[config.mk]
export PLATFORM = sky130hd
export DESIGN_NAME = debounce_ch
export DESIGN_NICKNAME = d
export VERILOG_FILES = /design/src/rtl/debounce_ch.sv
export SDC_FILE = /design/constraint.sdc
export NUM_CORES = 1
export LEC_CHECK = 0
export CAP_MARGIN = 20
export CORE_ASPECT_RATIO = 2
export CORE_MARGIN = 5
export CORE_UTILIZATION = 26
export CTS_BUF_LIST = sky130_fd_sc_hd__clkbuf_4
export CTS_CLUSTER_DIAMETER = 100
export DETAILED_ROUTE_END_ITERATION = 6
export HOLD_SLACK_MARGIN = 0.12
export PLACE_DENSITY = 0.43
export SLEW_MARGIN = 20
export SYNTH_ARGS = -nofsm -noshare
export SYNTH_HDL_FRONTEND = slang
export SYNTH_SLANG_ARGS = --single-unit
[constraint.sdc]
create_clock -name clk -period 2 [get_ports clk]
set_clock_uncertainty 0.1 [all_clocks]
set_input_delay 0.3 -clock clk [delete_from_list [all_inputs] [get_ports clk]]
set_output_delay 0.3 -clock clk [all_outputs]
set_load 0.02 [all_outputs]
[src/rtl/debounce_ch.sv]
// Multi-channel key debouncer: per-channel 2-FF synchroniser, stability counter and debounced
// level, with registered press/release pulses and an optional long-press / auto-repeat pulse.
module debounce_ch #(
    parameter int unsigned N          = 1,
    parameter int unsigned STABLE_CNT = 262143,
    parameter int unsigned HOLD_CNT   = 0,
    parameter int unsigned REPEAT_CNT = 0,
    parameter bit          ACTIVE_LOW = 1'b1
) (
    input  logic         clk,
    input  logic         rst,
    input  logic [N-1:0] key,
    output logic [N-1:0] key_level,
    output logic [N-1:0] key_press,
    output logic [N-1:0] key_release,
    output logic [N-1:0] key_hold
);

    localparam int unsigned CntW = $clog2(STABLE_CNT + 1);
    localparam logic [CntW-1:0] CntLast = CntW'(STABLE_CNT - 1);
    localparam logic [N-1:0] Idle = {N{ACTIVE_LOW}};

    logic [N-1:0]    sync1_q, sync1_d;
    logic [N-1:0]    sync2_q, sync2_d;
    logic [N-1:0]    level_q, level_d;
    logic [N-1:0]    press_q, press_d;
    logic [N-1:0]    release_q, release_d;
    logic [CntW-1:0] cnt_q [N];
    logic [CntW-1:0] cnt_d [N];
    logic [N-1:0]    pressed;

    always_ff @(posedge clk) begin
        if (!rst) begin
            sync1_q   <= Idle;
            sync2_q   <= Idle;
            level_q   <= '0;
            press_q   <= '0;
            release_q <= '0;
            for (int i = 0; i < int'(N); i++) begin
                cnt_q[i] <= '0;
            end
        end else begin
            sync1_q   <= sync1_d;
            sync2_q   <= sync2_d;
            level_q   <= level_d;
            press_q   <= press_d;
            release_q <= release_d;
            for (int i = 0; i < int'(N); i++) begin
                cnt_q[i] <= cnt_d[i];
            end
        end
    end

    always_comb begin
        sync1_d   = key;
        sync2_d   = sync1_q;
        pressed   = sync2_q ^ Idle;
        level_d   = level_q;
        press_d   = '0;
        release_d = '0;
        for (int i = 0; i < int'(N); i++) begin
            cnt_d[i] = cnt_q[i];
            // Any sample agreeing with the current level restarts the stability window.
            if (pressed[i] == level_q[i]) begin
                cnt_d[i] = '0;
            end else if (cnt_q[i] == CntLast) begin
                level_d[i]   = pressed[i];
                cnt_d[i]     = '0;
                press_d[i]   = pressed[i];
                release_d[i] = ~pressed[i];
            end else begin
                cnt_d[i] = cnt_q[i] + CntW'(1);
            end
        end
    end

    assign key_level   = level_q;
    assign key_press   = press_q;
    assign key_release = release_q;

    if (HOLD_CNT > 0) begin : g_hold
        localparam int unsigned HoldW = $clog2(HOLD_CNT + 1);
        localparam logic [HoldW-1:0] HoldLast = HoldW'(HOLD_CNT - 1);
        localparam logic [HoldW-1:0] HoldSat  = HoldW'(HOLD_CNT);
        // Reloading at HOLD_CNT-REPEAT_CNT re-arms the threshold REPEAT_CNT edges later.
        localparam logic [HoldW-1:0] HoldReload =
            (REPEAT_CNT > 0) ? HoldW'(HOLD_CNT - REPEAT_CNT) : HoldW'(HOLD_CNT);

        logic [HoldW-1:0] hold_cnt_q [N];
        logic [HoldW-1:0] hold_cnt_d [N];
        logic [N-1:0]     hold_q, hold_d;

        always_ff @(posedge clk) begin
            if (!rst) begin
                hold_q <= '0;
                for (int i = 0; i < int'(N); i++) begin
                    hold_cnt_q[i] <= '0;
                end
            end else begin
                hold_q <= hold_d;
                for (int i = 0; i < int'(N); i++) begin
                    hold_cnt_q[i] <= hold_cnt_d[i];
                end
            end
        end

        always_comb begin
            hold_d = '0;
            for (int i = 0; i < int'(N); i++) begin
                hold_cnt_d[i] = hold_cnt_q[i];
                // Released, releasing this edge, or pressing this edge: counter parks at 0.
                if (!level_q[i] || release_d[i]) begin
                    hold_cnt_d[i] = '0;
                end else if (hold_cnt_q[i] == HoldLast) begin
                    hold_d[i]     = 1'b1;
                    hold_cnt_d[i] = HoldReload;
                end else if (hold_cnt_q[i] != HoldSat) begin
                    hold_cnt_d[i] = hold_cnt_q[i] + HoldW'(1);
                end
            end
        end

        assign key_hold = hold_q;
    end else begin : g_no_hold
        assign key_hold = '0;
    end

endmodule

# [Word level (Yosys, flattened, before mapping)]
# Memory sizes are Yosys's and may differ from the RTL's.
# Index checks and enable logic that the tools add are counted.
[word_totals] mem_bits_ro=0 elab_cells=22 inputBits=3 out_inout_bits=4 mem_bits_rw=18 mem_count=1 latchBits=0 register_bits=5
[classes] muxes=6 magnitude_cmp=0 bitwise=4 div=0 multipliers=0 shift=0 n_reduce_logical=3 n_eq_ne=2 n_addsub=1
[memory_table] memory="cnt_q" words=1 word_bits=18 rd=1 rd_clocked_by_memory_dff=0 wr=1 line_no="28" text="logic [CntW-1:0] cnt_q [N];"
[ops] operator="two-way mux 18 bit" count=3
[ops] operator="adder 18 x 1 -> 18 bit (second input constant)" count=1
[ops] operator="== test 18 bit (second input constant)" count=1
[ops] operator="OR reduction 18 bit" count=1
[ops] operator="inverter 1 bit" count=4
[ops] operator="two-way mux 1 bit" count=3
[ops] operator="OR reduction 3 bit" count=1
[ops] operator="AND reduction 2 bit" count=1
[ops] operator="== test 1 bit" count=1

# [Depth between registers and ports, before layout]
# An unclocked memory read counts as a cell.
[depth] depth_word=5 ltp_mapped=6 depth_no_buf=5

# [Worst setup path before layout]
# OpenSTA, ideal clock, no wires.
[synth_path] path_kind="reg2reg" startpoint="memory cnt_q[0][11] (netlist name)" endpoint="memory cnt_q[0][2] (netlist name)" setup_ns=0.115 synth_period_minus_slack_ns=1.570 stages_incl_launch_ff=7 required_time_ns=1.785 path_buffers=2 path_slack_ns=0.430 t_arrival_ns=1.355 path_cell_list="dfxtp_1 > nand4_2 > nor4_4 > a41o_1 > buf_6 > buf_12 > nor2_1"
[synth_between] elab_chain_len=5
[synth_rtl] element="start: declaration" line_no="28"
[synth_rtl] element="memory read (1 x 18 bit)"
[synth_rtl] element="== test 18 bit" line_no="66" text="end else if (cnt_q[i] == CntLast) begin"
[synth_rtl] element="two-way mux 18 bit" line_no="66"
[synth_rtl] element="two-way mux 18 bit" line_no="64" text="if (pressed[i] == level_q[i]) begin"
[synth_rtl] element="two-way mux 18 bit (no line)"
# Every way passes these cells.

# [Worst setup path in the final report]
[layout_path] startpoint="memory cnt_q[0][11] (netlist name)" endpoint="memory cnt_q[0][3] (netlist name)"
# The elaborated chain is that of the path after synthesis.

==> summary.md <==
| Metric | Value |
|---|---|
| Outcome | completed |
| Port-buffer cells | 5 |
| Req. time, crit path | 2.12 ns |
| CP startpoint kind | register |
| Post-CTS Setup Repair Bufs | 0 |
| Clock transition at path regs | 0.12 ns |
| CTS buffer count | 3 |
| Hold Violations, Final | 0 |
| Post_cts resized | 0 |
| First-pass GRT wire length | 3610 um |
| Post-CTS Hold Buffers | 0 |
| Setup ws final | 0.230 ns |
| Async set-reset flop share out of synthesis | 0 |
| Most common cell after layout, fill and taps aside | dfxtp_1 |
| Setup TNS | 0 ns |
| GR Overflow Total | 0 |
| Vias in the first global route | 816 |
| Post-route DRC | 0 |
| N_diodes | 0 |
| Post-synthesis sequential area ratio | 0.450 |
| P per Cell Area | 608 mW/mm^2 |
| Final core occ | 0.303 |
| Worst min path class | reg -> reg |
| Mean Syn Cell Area | 9.39 sq um |
| Final #Nets | 124 |
| Synth Instances | 109 |
| Die Wd | 54.4 um |
| Pins Over Slew Limit | 0 |
| Starting Density | 0.266 |
| Prevailing post-synth register cell | dfxtp_1 |
| Final setup viols | 0 |
| Worst path cell trace | nand4_2 -> nor4_4 -> a41o_1 -> buf_12 -> nor2_1 |
| Count of boundary I/O pins | 7 |
| Max Buffers Root-to-Sink | 2 |
| Leak | 0.381 nW |
| Drt via density | 4.63 |
| Crit path kind | reg -> reg |
| Mean routed wirelength per cell | 12.3 um |
| Initial antenna violation count | 0 |
| 1st-pass router iterations | 4 |
| Clk_lat worst skew | 0.31 ns |
| Total Die Area | 0.00537 sq mm |
| Post-DRT Antenna Nets | 0 |
| Unique masters post-synth | 30 |
| Core ar. | 0.00384 sq mm |
| Chip Height | 98.7 um |
| Yosys reg bits | 23 |
| Setup crit end kind | register |
| Post-synth EDFFs | 0 |
| Worst slack at placement | 0.230 ns |
| H-tree levels | 1 |
| Root Driver | clkbuf_4 |
| Detail Placement HPWL | 1670 um |
| Max cap viols | 0 |
| Largest net degree at the start of global routing | 14 |
| Synth-to-layout area growth | 13.7% |
| Most frequent cells in the layout | dfxtp_1 (23), nor2_1 (19), xnor2_1 (12) |
| Unrepaired setup endpoints after global routing | no |
| Slowest library cell on the worst path | dfxtp_1 |
| Syn_nets | 114 |
| Fin crit share | 0.885 |
| Crit path arrival time | 1.89 ns |
| Share of cells above drive strength 1 | 0.110 |
| Fmax | 565 MHz |
| DR vias | 782 |
| Initial DRC count | 8 |
| Crit-path max cell delay | 0.44 ns |
| Post-Syn Area | 0.00102 sq mm |
| Total track usage | 0.0917 |
| Gp weighted congestion | 0.704 |
| Tmin final | 1.77 ns |
| Drt total wl | 2080 um |
| CTS Sinks | 23 |
| CTS tree | yes |
| Worst Path Max Fanout | 13 |
| VDD IR max | 382 uV |
| FP Rows | 32 |
| Yosys warns | 0 |
## worst paths after layout
path,startpoint,end,slack (ns),depth (start not counted)
worst min-delay path,sync1_q,sync2_q,0.34,1
worst max register to register,cnt_q[0][11],cnt_q[0][3],0.23,5
worst min register to register,sync1_q,sync2_q,0.34,1
worst max-delay path,cnt_q[0][11],cnt_q[0][3],0.23,5
## flip-flops by register name, indices dropped and copies added, names as in the netlist
register     flops
sync1_q          1
key_level        1
key_press        1
key_release      1
cnt_q           18
sync2_q          1
## through the flow
step	std cells	power [W]	instance area [sq um]	hold WS, ns
3_5_place_dp	165	0.000489	1130	0.295
3_3_place_gp	165	0.000489	1130	0.301
2_1_floorplan	109	0.000483	1020	0.273
4_1_cts	169	0.000717	1160	0.342
5_1_grt	169	0.000741	1160	0.348
6_report	169	0.000708	1160	0.341
## layout make-up
class                           instances  area [sq um]
Fill cell                             444          2680
Multi-Input combinational cell         78           498
Sequential cell                        23           460
Timing Repair Buffer                   10           100
Tap cell                               51          63.8
Clock buffer                            4          30.0
Inverter                                3          11.3
## cells by family (layout without fill, tap and decap cells)
group,count (synthesis),count (layout),synth area share
muxes,1,1,0.00978
xor gates and xnor gates,14,14,0.120
other,1,1,0.00366
buffers and inverters,8,17,0.0636
adders and majority gates,2,2,0.0244
DFF,23,23,0.450
AOI/OAI and AO/OA,7,7,0.0452
and+or+nand+nor,53,53,0.284
## Yosys cell counts (3+ instances only)
| cell | instances | share of area |
|---|---|---|
| nor3_1 | 3 | 0.015 |
| inv_1 | 3 | 0.011 |
| nor2_1 | 19 | 0.070 |
| and3_1 | 3 | 0.018 |
| nand3_1 | 5 | 0.024 |
| dfxtp_1 | 23 | 0.45 |
| xnor2_1 | 12 | 0.10 |
| nand2_1 | 5 | 0.018 |
| nand4_1 | 4 | 0.024 |
| nor4_1 | 5 | 0.031 |
| nand2b_1 | 3 | 0.018 |
## critical path, delay by kind of cell, from the launching register on
family	cells	cell delay, ns
flip-flops	1	0.44
AO/OA/AOI/OAI	1	0.36
AND/OR/NAND/NOR	3	0.61
buffers and inverters	1	0.17
## where the power goes
group | switching [W] | internal, W
clock network | 0.000137 | 0.0000915
registers | 0.00000147 | 0.000461
logic | 0.00000823 | 0.00000888
total | 0.000147 | 0.000561
## routing by layer
| metal | vias up | GRT usage | share of wire |
|---|---|---|---|
| li1 | 386 | - | - |
| met1 | 381 | 0.0824 | 0.34 |
| met2 | 10 | 0.178 | 0.62 |
| met3 | 5 | 0.00908 | 0.018 |
| met4 | 0 | 0.0518 | 0.028 |
| met5 | - | 0 | 0 |
Note: power is estimated with default switching activity, not from simulation.
==> variant (config.mk and constraints unchanged) <==
Set the parameter `STABLE_CNT` to 65535 (it was 262143).
--- a/src/rtl/debounce_ch.sv
+++ b/src/rtl/debounce_ch.sv
@@ -2,7 +2,7 @@
 // level, with registered press/release pulses and an optional long-press / auto-repeat pulse.
 module debounce_ch #(
     parameter int unsigned N          = 1,
-    parameter int unsigned STABLE_CNT = 262143,
+    parameter int unsigned STABLE_CNT = 65535,
     parameter int unsigned HOLD_CNT   = 0,
     parameter int unsigned REPEAT_CNT = 0,
     parameter bit          ACTIVE_LOW = 1'b1
Formal check against the unedited RTL: no difference found for any inputs over 10 cycles, from zero or initial values and one cycle with rst low; that may be too few to reach the edited logic, so the function may still have changed.
==> variant against the unedited design <==
Power is 7.6% lower; area after synthesis fell by 11%; worst setup slack gained 0.017 ns; wire length down 21%; via count decreased by 17%; cell area down 13%; cell count shrank 20%; global-route usage is 1.5 points lower; critical path depth is 4 lower; sequential cell count decreased by 2; first-iteration DRC count is 63% higher; count of clock-buffer cells in the layout unchanged; worst hold slack lost 0.016 ns; critical path type is now register to primary output.
==> variant: results (changes against the unedited design) <==
Route
  • Via/cell ratio: 4.80 (+3.7%)
  • DRT iter0 DRCs: 13 (+5)
  • Via count: 648 (-17%)
  • Drt pass-1 iters: 6 (+2)
  • Wire per inst: 12.1 µm (-1.5%)

Run status
  • Outcome: finished, final reports clean

Setup path
  • Slowest Stage Delay on Critical Path: 0.63 ns (+0.19 ns)
  • CP delay by family, top: buffers and inverters

GRT
  • First-pass GRT wire length: 2.70 mm (-25%)
  • Vias in the first global route: 605 (-26%)
  • Largest net degree at the start of global routing: 17 (+3)

Placement
  • Cells after DPL: 131 (-21%)
  • GP Congestion: 0.687 (-2.4%)
  • Post-place setup slack: 0.291 ns (+0.0616 ns)
  • DP Wirelength: 1.26 mm (-25%)

Synth
  • Syn Area/Cell: 9.48 µm² (+0.91%)
  • Synth cell count leaders: 21 x dfxtp_1, 15 x nor2_1, 7 x xor2_1
  • Sequential-to-total area share from yosys stat: 46.2% (+1.2 points)
  • Top cells by area, synth: dfxtp_1 46%, xor2_1 6.7%, nor2_1 6.2%
  • Syn_nets: 101 (-11%)
  • Cell variety after synth: 29 (-3.3%)

Layout
  • Fraction of layout cells with a size suffix above 1: 9.71% (-1.3 points)
  • Number of flip-flops in the largest register: 16 (-2)
  • Nets: 109 (-12%)

Clock network
  • Cts repair resizes: 0 (unchanged)
  • Clock Sinks: 21 (-8.7%)
  • Skew-Pair Late Insertion Delay: 0.30 ns
  • Bufs on Longest Clock Path: 2 (unchanged)

Power
  • Peak supply drop: 0.000225 V (-41%)
## variant: path summary, 6_finish.rpt
kind	cells past startpoint	to	startpoint	slack, ns
worst min register to register	1	sync2_q	sync1_q	0.33
worst min-delay path	1	sync2_q	sync1_q	0.33
worst max-delay path	1	key_level	key_level	0.25
worst max register to register	5	cnt_q[0][13]	cnt_q[0][1]	0.30
## variant: layout make-up
| type | instances | area, µm² |
|---|---|---|
| clock buffer | 4 | 30.0 |
| fill | 373 | 2370 |
| multi-input combinational | 71 | 459 |
| tap | 32 | 40.0 |
| inverter | 2 | 7.51 |
| timing repair buffer | 5 | 50.0 |
| sequential | 21 | 420 |
## variant: kinds of logic (layout without fill, tap and decap cells)
group | after synthesis | in the layout | synth area share, %
compound gates | 4 | 4 | 2.20
xor+xnor | 13 | 13 | 12.5
fa+ha+maj | 2 | 2 | 2.75
buf+inv | 4 | 11 | 3.30
flops | 21 | 21 | 46.2
mux | 1 | 1 | 1.10
other cells | 1 | 1 | 0.412
simple gates | 50 | 50 | 31.5
## variant: metal layers
metal	global-route usage [%]	part of all wire, %
met5	0	0
met4	5.25	2.1
met3	2.07	2.3
met2	13.0	54
met1	7.76	42
## variant: per-stage QoR
step           hold WS, ns  util (%)  power, µW  cell area [µm²]
2_1_floorplan        0.273         -        442              910
3_3_place_gp         0.298      28.9        446              977
3_5_place_dp         0.298      28.9        446              977
4_1_cts              0.334      29.8        671             1010
5_1_grt              0.354      29.8        688             1010
6_report             0.325      29.8        654             1010
## variant: power by group
group	internal, µW	switching [µW]	total (µW)
logic	5.98	7.56	13.5
clock network	91.3	127	218
registers	421	1.88	422
